[src/rtl/load_store_unit_pkg.sv]
// Shared definitions for the load/store unit: funct3 codes, error codes,
// FSM states and the request classification helper.
`default_nettype none

package load_store_unit_pkg;

  localparam logic [2:0] F3_B  = 3'd0;
  localparam logic [2:0] F3_H  = 3'd1;
  localparam logic [2:0] F3_W  = 3'd2;
  localparam logic [2:0] F3_BU = 3'd4;
  localparam logic [2:0] F3_HU = 3'd5;

  localparam logic [1:0] ERR_NONE     = 2'b00;
  localparam logic [1:0] ERR_MISALIGN = 2'b01;
  localparam logic [1:0] ERR_RANGE    = 2'b10;
  localparam logic [1:0] ERR_ILLEGAL  = 2'b11;

  typedef enum logic {
    ST_IDLE      = 1'b0,
    ST_LOAD_WAIT = 1'b1
  } lsu_state_e;

  // Priority illegal > misaligned > out of range. funct3[1:0] gives the access size
  // for every legal encoding (0 byte, 1 half, 2 word).
  function automatic logic [1:0] classify_req(
    input logic        is_load,
    input logic        is_store,
    input logic [2:0]  funct3,
    input logic [31:0] addr,
    input logic [31:0] limit
  );
    logic illegal;
    logic misalign;
    illegal  = (is_load == is_store) ||
               (is_load  && (funct3 == 3'd3 || funct3 == 3'd6 || funct3 == 3'd7)) ||
               (is_store && (funct3 > 3'd2));
    misalign = ((funct3[1:0] == 2'd1) && addr[0]) ||
               ((funct3[1:0] == 2'd2) && (addr[1:0] != 2'b00));
    if (illegal)            classify_req = ERR_ILLEGAL;
    else if (misalign)      classify_req = ERR_MISALIGN;
    else if (addr >= limit) classify_req = ERR_RANGE;
    else                    classify_req = ERR_NONE;
  endfunction

endpackage

`default_nettype wire

[src/rtl/load_store_unit_load_align.sv]
// Extracts the addressed byte/half/word from a memory word and sign- or
// zero-extends it according to the load funct3.
`default_nettype none

module load_align
  import load_store_unit_pkg::*;
(
  input  logic [31:0] word,
  input  logic [1:0]  offset,
  input  logic [2:0]  funct3,
  output logic [31:0] value
);

  logic [31:0] shifted;
  logic [7:0]  byte_sel;
  logic [15:0] half_sel;

  always_comb begin
    shifted  = word >> {offset, 3'b000};
    byte_sel = shifted[7:0];
    half_sel = offset[1] ? word[31:16] : word[15:0];
    case (funct3)
      F3_B:    value = {{24{byte_sel[7]}}, byte_sel};
      F3_BU:   value = {24'd0, byte_sel};
      F3_H:    value = {{16{half_sel[15]}}, half_sel};
      F3_HU:   value = {16'd0, half_sel};
      default: value = word;
    endcase
  end

endmodule

`default_nettype wire

[src/rtl/load_store_unit.sv]
// RV32I load/store unit: decodes requests onto a synchronous word-wide data
// memory, formats load results and rejects illegal or misaligned accesses.
`default_nettype none

module load_store_unit
  import load_store_unit_pkg::*;
#(
  parameter int MEM_BYTES = 4096
) (
  input  logic        clk,
  input  logic        rst,
  input  logic        req_valid,
  output logic        req_ready,
  input  logic        req_load,
  input  logic        req_store,
  input  logic [2:0]  req_funct3,
  input  logic [31:0] req_addr,
  input  logic [31:0] req_wdata,
  output logic        load_valid,
  output logic [31:0] load_data,
  output logic        store_done,
  output logic        err_valid,
  output logic [1:0]  err_code,
  output logic [31:0] err_addr,
  output logic [31:0] mem_addr,
  output logic [31:0] mem_write_data,
  output logic [3:0]  mem_byte_enable,
  output logic        mem_write,
  output logic        mem_read,
  input  logic [31:0] mem_read_data
);

  localparam logic [31:0] MEM_LIMIT = 32'(MEM_BYTES);

  lsu_state_e  state_q, state_d;
  logic [2:0]  f3_q, f3_d;
  logic [1:0]  off_q, off_d;
  logic        load_valid_q, load_valid_d;
  logic [31:0] load_data_q, load_data_d;
  logic        store_done_q, store_done_d;
  logic        err_valid_q, err_valid_d;
  logic [1:0]  err_code_q, err_code_d;
  logic [31:0] err_addr_q, err_addr_d;

  logic [1:0]  req_err;
  logic [31:0] aligned;

  load_align u_load_align (
    .word   (mem_read_data),
    .offset (off_q),
    .funct3 (f3_q),
    .value  (aligned)
  );

  assign req_err   = classify_req(req_load, req_store, req_funct3, req_addr, MEM_LIMIT);
  assign req_ready = (state_q == ST_IDLE);

  always_comb begin
    state_d         = state_q;
    f3_d            = f3_q;
    off_d           = off_q;
    load_valid_d    = 1'b0;
    load_data_d     = load_data_q;
    store_done_d    = 1'b0;
    err_valid_d     = 1'b0;
    err_code_d      = err_code_q;
    err_addr_d      = err_addr_q;
    mem_addr        = 32'd0;
    mem_write_data  = 32'd0;
    mem_byte_enable = 4'd0;
    mem_write       = 1'b0;
    mem_read        = 1'b0;
    case (state_q)
      ST_IDLE: begin
        if (req_valid) begin
          if (req_err != ERR_NONE) begin
            err_valid_d = 1'b1;
            err_code_d  = req_err;
            err_addr_d  = req_addr;
          end else if (req_store) begin
            mem_write    = 1'b1;
            mem_addr     = {req_addr[31:2], 2'b00};
            store_done_d = 1'b1;
            case (req_funct3)
              F3_B: begin
                mem_byte_enable = 4'b0001 << req_addr[1:0];
                mem_write_data  = {4{req_wdata[7:0]}};
              end
              F3_H: begin
                mem_byte_enable = req_addr[1] ? 4'b1100 : 4'b0011;
                mem_write_data  = {2{req_wdata[15:0]}};
              end
              default: begin
                mem_byte_enable = 4'b1111;
                mem_write_data  = req_wdata;
              end
            endcase
          end else begin
            mem_read = 1'b1;
            mem_addr = {req_addr[31:2], 2'b00};
            f3_d     = req_funct3;
            off_d    = req_addr[1:0];
            state_d  = ST_LOAD_WAIT;
          end
        end
      end
      ST_LOAD_WAIT: begin
        load_valid_d = 1'b1;
        load_data_d  = aligned;
        state_d      = ST_IDLE;
      end
      default: state_d = ST_IDLE;
    endcase
  end

  always_ff @(posedge clk or posedge rst) begin
    if (rst) begin
      state_q      <= ST_IDLE;
      f3_q         <= 3'd0;
      off_q        <= 2'd0;
      load_valid_q <= 1'b0;
      load_data_q  <= 32'd0;
      store_done_q <= 1'b0;
      err_valid_q  <= 1'b0;
      err_code_q   <= 2'd0;
      err_addr_q   <= 32'd0;
    end else begin
      state_q      <= state_d;
      f3_q         <= f3_d;
      off_q        <= off_d;
      load_valid_q <= load_valid_d;
      load_data_q  <= load_data_d;
      store_done_q <= store_done_d;
      err_valid_q  <= err_valid_d;
      err_code_q   <= err_code_d;
      err_addr_q   <= err_addr_d;
    end
  end

  assign load_valid = load_valid_q;
  assign load_data  = load_data_q;
  assign store_done = store_done_q;
  assign err_valid  = err_valid_q;
  assign err_code   = err_code_q;
  assign err_addr   = err_addr_q;

endmodule

`default_nettype wire

[config.mk]
export PLATFORM = sky130hd
export DESIGN_NAME = load_store_unit
export DESIGN_NICKNAME = d
export VERILOG_FILES = /design/src/rtl/load_store_unit_pkg.sv /design/src/rtl/load_store_unit_load_align.sv /design/src/rtl/load_store_unit.sv
export SDC_FILE = /design/constraint.sdc
export NUM_CORES = 1
export LEC_CHECK = 0
export CAP_MARGIN = 0
export CORE_ASPECT_RATIO = 0.5
export CORE_MARGIN = 2
export CORE_UTILIZATION = 32
export CTS_BUF_LIST = sky130_fd_sc_hd__clkbuf_8
export CTS_CLUSTER_SIZE = 8
export DETAILED_ROUTE_END_ITERATION = 8
export GPL_TIMING_DRIVEN = 0
export PLACE_DENSITY_LB_ADDON = 0.25
export SYNTH_ARGS = -nofsm -noshare
export SYNTH_HDL_FRONTEND = slang
export SYNTH_SLANG_ARGS = --single-unit
[constraint.sdc]
create_clock -name clk -period 2.3 [get_ports clk]
set_input_delay 0.345 -clock clk [delete_from_list [all_inputs] [get_ports clk]]
set_output_delay 0.345 -clock clk [all_outputs]
set_load 0.05 [all_outputs]
* After elaboration in Yosys (flattened, before gate mapping)
Cells that the tools add are included.
** Storage, ports and cells
- Register bits after elaboration :: 75
- RAM bits :: 0
- Output and inout port bits :: 140
- Memories :: 0
- Latch bits :: 0
- Bits in read-only memories :: 0
- Logic and storage cells :: 73
** Cells by class
- Divide/modulo/power cells :: 0
- Mux-type cells :: 32
- Bitwise gates (word level) :: 3
- Multiply operators :: 0
- Magnitude comparators :: 2
- Reduce and logical (&&, ||, !) cells :: 15
- $add $sub $neg :: 0
- Shift operators :: 2
- Eq/ne operators :: 10
** Operators by type and width (number)
- $mux 32 :: 7
- $pmux 32 s4 :: 1
- $pmux 32 s2 :: 1
- $ge 32x13->1 const B :: 1
- $shr 32x5->8 :: 1
- $mux 4 :: 5
- $mux 16 :: 1
- $eq 3x3->1 const B :: 4
- $mux 1 :: 12
- $pmux 4 s2 :: 1
- $eq 3x1->1 const B :: 2
- $logic_not 3->1 :: 2
- $mux 2 :: 3
- $logic_or 1x1->1 :: 5
- $logic_and 1x1->1 :: 4
- $reduce_and 4->1 :: 1
- $reduce_bool 2->1 :: 2
- $shl 1x2->4 const A :: 1
- $eq 3x2->1 const B :: 1
- $gt 3x2->1 const B :: 1
- $not 1->1 :: 3
- $reduce_and 3->1 :: 1
- $eq 2x1->1 const B :: 1
- $eq 2x2->1 const B :: 1
- 2 further kinds :: 2

* Longest topological paths before layout
- Depth after elaboration :: 11
- Mapped depth :: 8

* By module
A second synthesis with hierarchy kept.
** Second synthesis, totals
- Cell total of the unflattened synthesis :: 431
- Area, all modules :: 4316.6 µm²
** Modules (own cells, without submodules)
- load_store_unit :: times used 1, area each 3688.5 µm², cells an instance 322, sequential area each 1876.8 µm²
- load_align :: times used 1, area each 628.1 µm², cells an instance 109, sequential area each 0.0 µm²

* Worst setup path before layout
Ideal clock, no wire load.
- Path type :: input to output
- From :: input req_addr[21]
- To :: output mem_byte_enable[3]
- Slack :: -706 ps
- Arrival :: 2661 ps
- Buffers on the path :: 1
- Cell stages on the path :: 6
- Cells stage by stage :: nor4_1 nand3_1 nor4_1 nand3_1 clkbuf_1 nor3_1
** On the way
- Cells in the longest elaborated chain, start to end :: 8
** RTL lines
- start: declaration :: line load_store_unit.sv:17 : input logic [31:0] req_addr,
- $ge 32x13->1 :: line load_store_unit_pkg.sv:41 : else if (addr >= limit) classify_req = ERR_RANGE;
- $mux 2 :: line load_store_unit_pkg.sv:41
- $mux 2 :: line load_store_unit_pkg.sv:40 : else if (misalign) classify_req = ERR_MISALIGN;
- $mux 2 :: line load_store_unit_pkg.sv:39 : if (illegal) classify_req = ERR_ILLEGAL;
- $reduce_bool 2->1 :: line load_store_unit.sv:76 : if (req_err != ERR_NONE) begin
- $mux 4 :: line load_store_unit.sv:76
- $mux 4 :: line load_store_unit.sv:75 : if (req_valid) begin
- $mux 4 :: line load_store_unit.sv:73 : case (state_q)
- end: declaration :: line load_store_unit.sv:27 : output logic [3:0] mem_byte_enable,
No other way between the ends.

* Final worst setup path
- From :: input req_addr[30]
- To :: output mem_write_data[2]
** On the way
- Cells in the longest elaborated chain, start to end :: 8
** RTL lines
- $ge 32x13->1 :: line load_store_unit_pkg.sv:41
- $mux 2 :: line load_store_unit_pkg.sv:41
- $mux 2 :: line load_store_unit_pkg.sv:40
- $mux 2 :: line load_store_unit_pkg.sv:39
- $reduce_bool 2->1 :: line load_store_unit.sv:76
- $mux 32 :: line load_store_unit.sv:76
- $mux 32 :: line load_store_unit.sv:75
- $mux 32 :: line load_store_unit.sv:73
- end: declaration :: line load_store_unit.sv:26 : output logic [31:0] mem_write_data,
No other way between the ends.

==> results.toml <==
[outcome]
status = "finished, violations left"
violations = "negative setup slack"

[synthesis]
ys_warn_count = 0
synth-edff-count = 0
synthArstFlopShare = 1.00
ys_seq_area_frac = 0.462
ys_ff_latch = 75
synth_ff_type = "dfrtp_1"
syn_area_sq_um = 4060
synthCells = 402
synth_cell_types = 42
syn_area_per_cell_sq_um = 10.1

[critical_path]
reg2regPathDepth = 6
crit_required_ns = 1.96
path_class = "in2out"
crit_fanout = 8
cp-end-kind = "primary output"
startpoint_type = "input pin"
worstPathArrival_ns = 2.25

[placed_design]
dpl.hpwl_microns = 10800
port_buffers = 220
dp_cells = 814
dp_worst_setup_slack_ns = -1.57
place_congestion = 0.833

[hold_path]
hold_path_depth = 2
hold_class = "in2reg"

[die]
rows = 29
die_x_microns = 163
die_h_microns = 83.7
coreArea_sq_um = 12500
die_area_sq_um = 13700
ioPinCount = 244
start_util = 0.325

[job]
drv_cap = 0

[sta]
clock_skew_ns = 0.0179
setup_violations = 36
fin_crit_sh = 1.13
timing.fmax_mhz = 385
postLayoutSetupSlackWorst_ns = -0.298
relSlewSlack = 0.572
worst_pin_slew_ns = 0.641
finalCriticalPeriod_ns = 2.60
finalHoldViolCount = 0
rsz0062_at_grt = "yes"
finalMaxSlewViolations = 0

[finish]
num_antenna_cells = 0
stdcell_count = 840
areaGrowthSynthToFinish_pct = 78.7
fillCellCount = 1122
final_nets = 769
drive_above_1_share = 0.351

[grt]
gr-total-overflow = 0
antenna_found_initial = 0
grt_pass1_wl_microns = 22700
grt_use_total = 0.212
grt_pass1_vias = 4171
grt_max_degree = 40

[cts]
clk_latency_ns = 0.36
clockRootBuffer = "clkbuf_8"
htreeDepth = 3
path_clk_slew_ns = 0.09
cts_sinks = 75
cts_tree = "yes"
clock_path_buffers = 2
cts_buffers = 9
cts_hold_buf = 0

[drt]
wirelength_microns = 14500
ant_nets = 0
first_pass_iters = 4
post-route-drc-count = 0
drt_iter0_drc = 157
wire_per_inst_microns = 17.2
routed_via_density = 4.86
vias = 4080

[power_and_ir_drop]
leakage_uw = 0.00312
vdd_drop_max_uv = 318
p_per_area_nw_per_um2 = 466
per-layer routing:
| metal | vias to the layer above | routed length [microns] | global-route usage |
|---|---|---|---|
| met2 | 152 | 6820 | 0.353 |
| met4 | 0 | 263 | 0.0555 |
| met1 | 1948 | 6450 | 0.277 |
| li1 | 1959 | - | - |
| met5 | - | 0 | 0 |
| met3 | 21 | 958 | 0.0497 |
logic make-up (layout without fill, tap and decap cells):
group           after synthesis  in the layout  synth area share
other cells                   1             22          0.000923
flops                        75             75             0.462
mux                          39             39             0.109
buf+inv                      64            311            0.0841
compound gates              125            125             0.219
simple gates                 97             97             0.124
xor+xnor                      1              1           0.00216
sequential cells by signal, indices dropped and copies added, names as in the netlist:
register    count
load_valid      1
err_code        2
off_q           2
state_q         1
store_done      1
f3_q            3
err_valid       1
err_addr       32
load_data      32
layout make-up:
type / count / area, sq um / area share
buffer: 52 / 348 / 0.0479
clock buffer: 9 / 124 / 0.0171
clock inverter: 7 / 57.6 / 0.00793
inverter: 11 / 43.8 / 0.00603
multi-input combinational: 284 / 2310 / 0.319
sequential: 75 / 1880 / 0.259
tap: 170 / 213 / 0.0293
timing repair buffer: 232 / 2280 / 0.315
metrics by stage:
stage | instance area, sq um | hold slack (ns) | utilization | total power, uW | TNS [ns]
6_report | 7260 | 0.222 | 0.580 | 3380 | -7.70
5_1_grt | 7260 | 0.200 | 0.580 | 3530 | -10.21
4_1_cts | 7220 | 0.208 | 0.576 | 3390 | -8.45
3_5_place_dp | 6820 | 0.467 | 0.545 | 2400 | -90.07
3_3_place_gp | 6800 | 0.463 | 0.543 | 2390 | -185.17
2_1_floorplan | 4380 | 0.424 | - | 1990 | -2.21
critical path: stages:
cell,delay (ns)
buf_2,0.12
nor4_4,0.27
nand2_2,0.14
or4_4,0.62
buf_12,0.17
nor2_4,0.20
and3_4,0.23
buf_8,0.14
report_power, final:
group          internal [uW]  switching, uW  leakage [uW]  total [uW]
Clock                    409            573     0.0000886         982
Sequential              1390           38.4      0.000925        1430
Combinational            392            580       0.00211         972
Yosys cell counts (all sizes together), types with 2 or more instances:
| master | instances | share of area |
|---|---|---|
| a211oi | 9 | 0.017 |
| a21oi | 30 | 0.037 |
| a221o | 17 | 0.042 |
| a22o | 19 | 0.041 |
| a31oi | 2 | 0.0031 |
| and3 | 18 | 0.028 |
| buf | 29 | 0.052 |
| clkbuf | 24 | 0.022 |
| dfrtp | 75 | 0.46 |
| inv | 11 | 0.010 |
| mux2 | 31 | 0.086 |
| mux2i | 7 | 0.017 |
| nand2 | 36 | 0.034 |
| nand2b | 3 | 0.0046 |
| nand3 | 2 | 0.0025 |
| nand3b | 2 | 0.0037 |
| nor2 | 11 | 0.010 |
| nor2b | 3 | 0.0046 |
| nor3 | 7 | 0.011 |
| nor3b | 5 | 0.0092 |
| nor4 | 6 | 0.0092 |
| o21a | 19 | 0.035 |
| o21ai | 14 | 0.017 |
| o221ai | 2 | 0.0043 |
| o22ai | 8 | 0.012 |
placed cells by master, fill, tap and decap left out, types with 4 or more instances in the layout:
cell               n
clkdlybuf4s50_1  145
dfrtp_1           74
buf_4             47
nand2_1           33
mux2_2            30
buf_6             22
conb_1            22
a21oi_1           21
a22o_1            19
clkbuf_1          17
a221o_1           17
buf_2             16
o21a_2            14
buf_8             14
o21ai_0           11
inv_1             10
clkbuf_8          10
and3_4             9
and3_1             9
o22ai_1            8
clkbuf_2           8
nor2_1             8
a21oi_4            8
mux2i_1            7
nor4_4             6
a211oi_2           5
nor3b_1            5
o21a_1             5
clkbuf_4           5
a211oi_4           4
worst paths after layout:
check	startpoint	endpoint	slack (ns)
min in group asynchronous	rst	load_data[7]$_DFFE_PP0P_	0.37
worst max register to register	off_q[1]$_DFFE_PP0P_	load_data[17]$_DFFE_PP0P_	0.18
worst min-delay path	req_addr[28]	err_addr[28]$_DFFE_PP0P_	0.22
max in group asynchronous	rst	err_addr[1]$_DFFE_PP0P_	1.35
worst max-delay path	req_addr[30]	mem_write_data[2]	-0.30
worst min register to register	state_q$_DFF_PP0_	load_valid$_DFF_PP0_	0.48
timing repair:
action | CTS | global route
setup buffers | 6 | 4
gates resized for setup | 451 | 46
cloned | 1 | 0
setup endpoints to repair | 97 | 64
pin swaps | 16 | 12
Note: power is estimated with default switching activity, not from simulation.
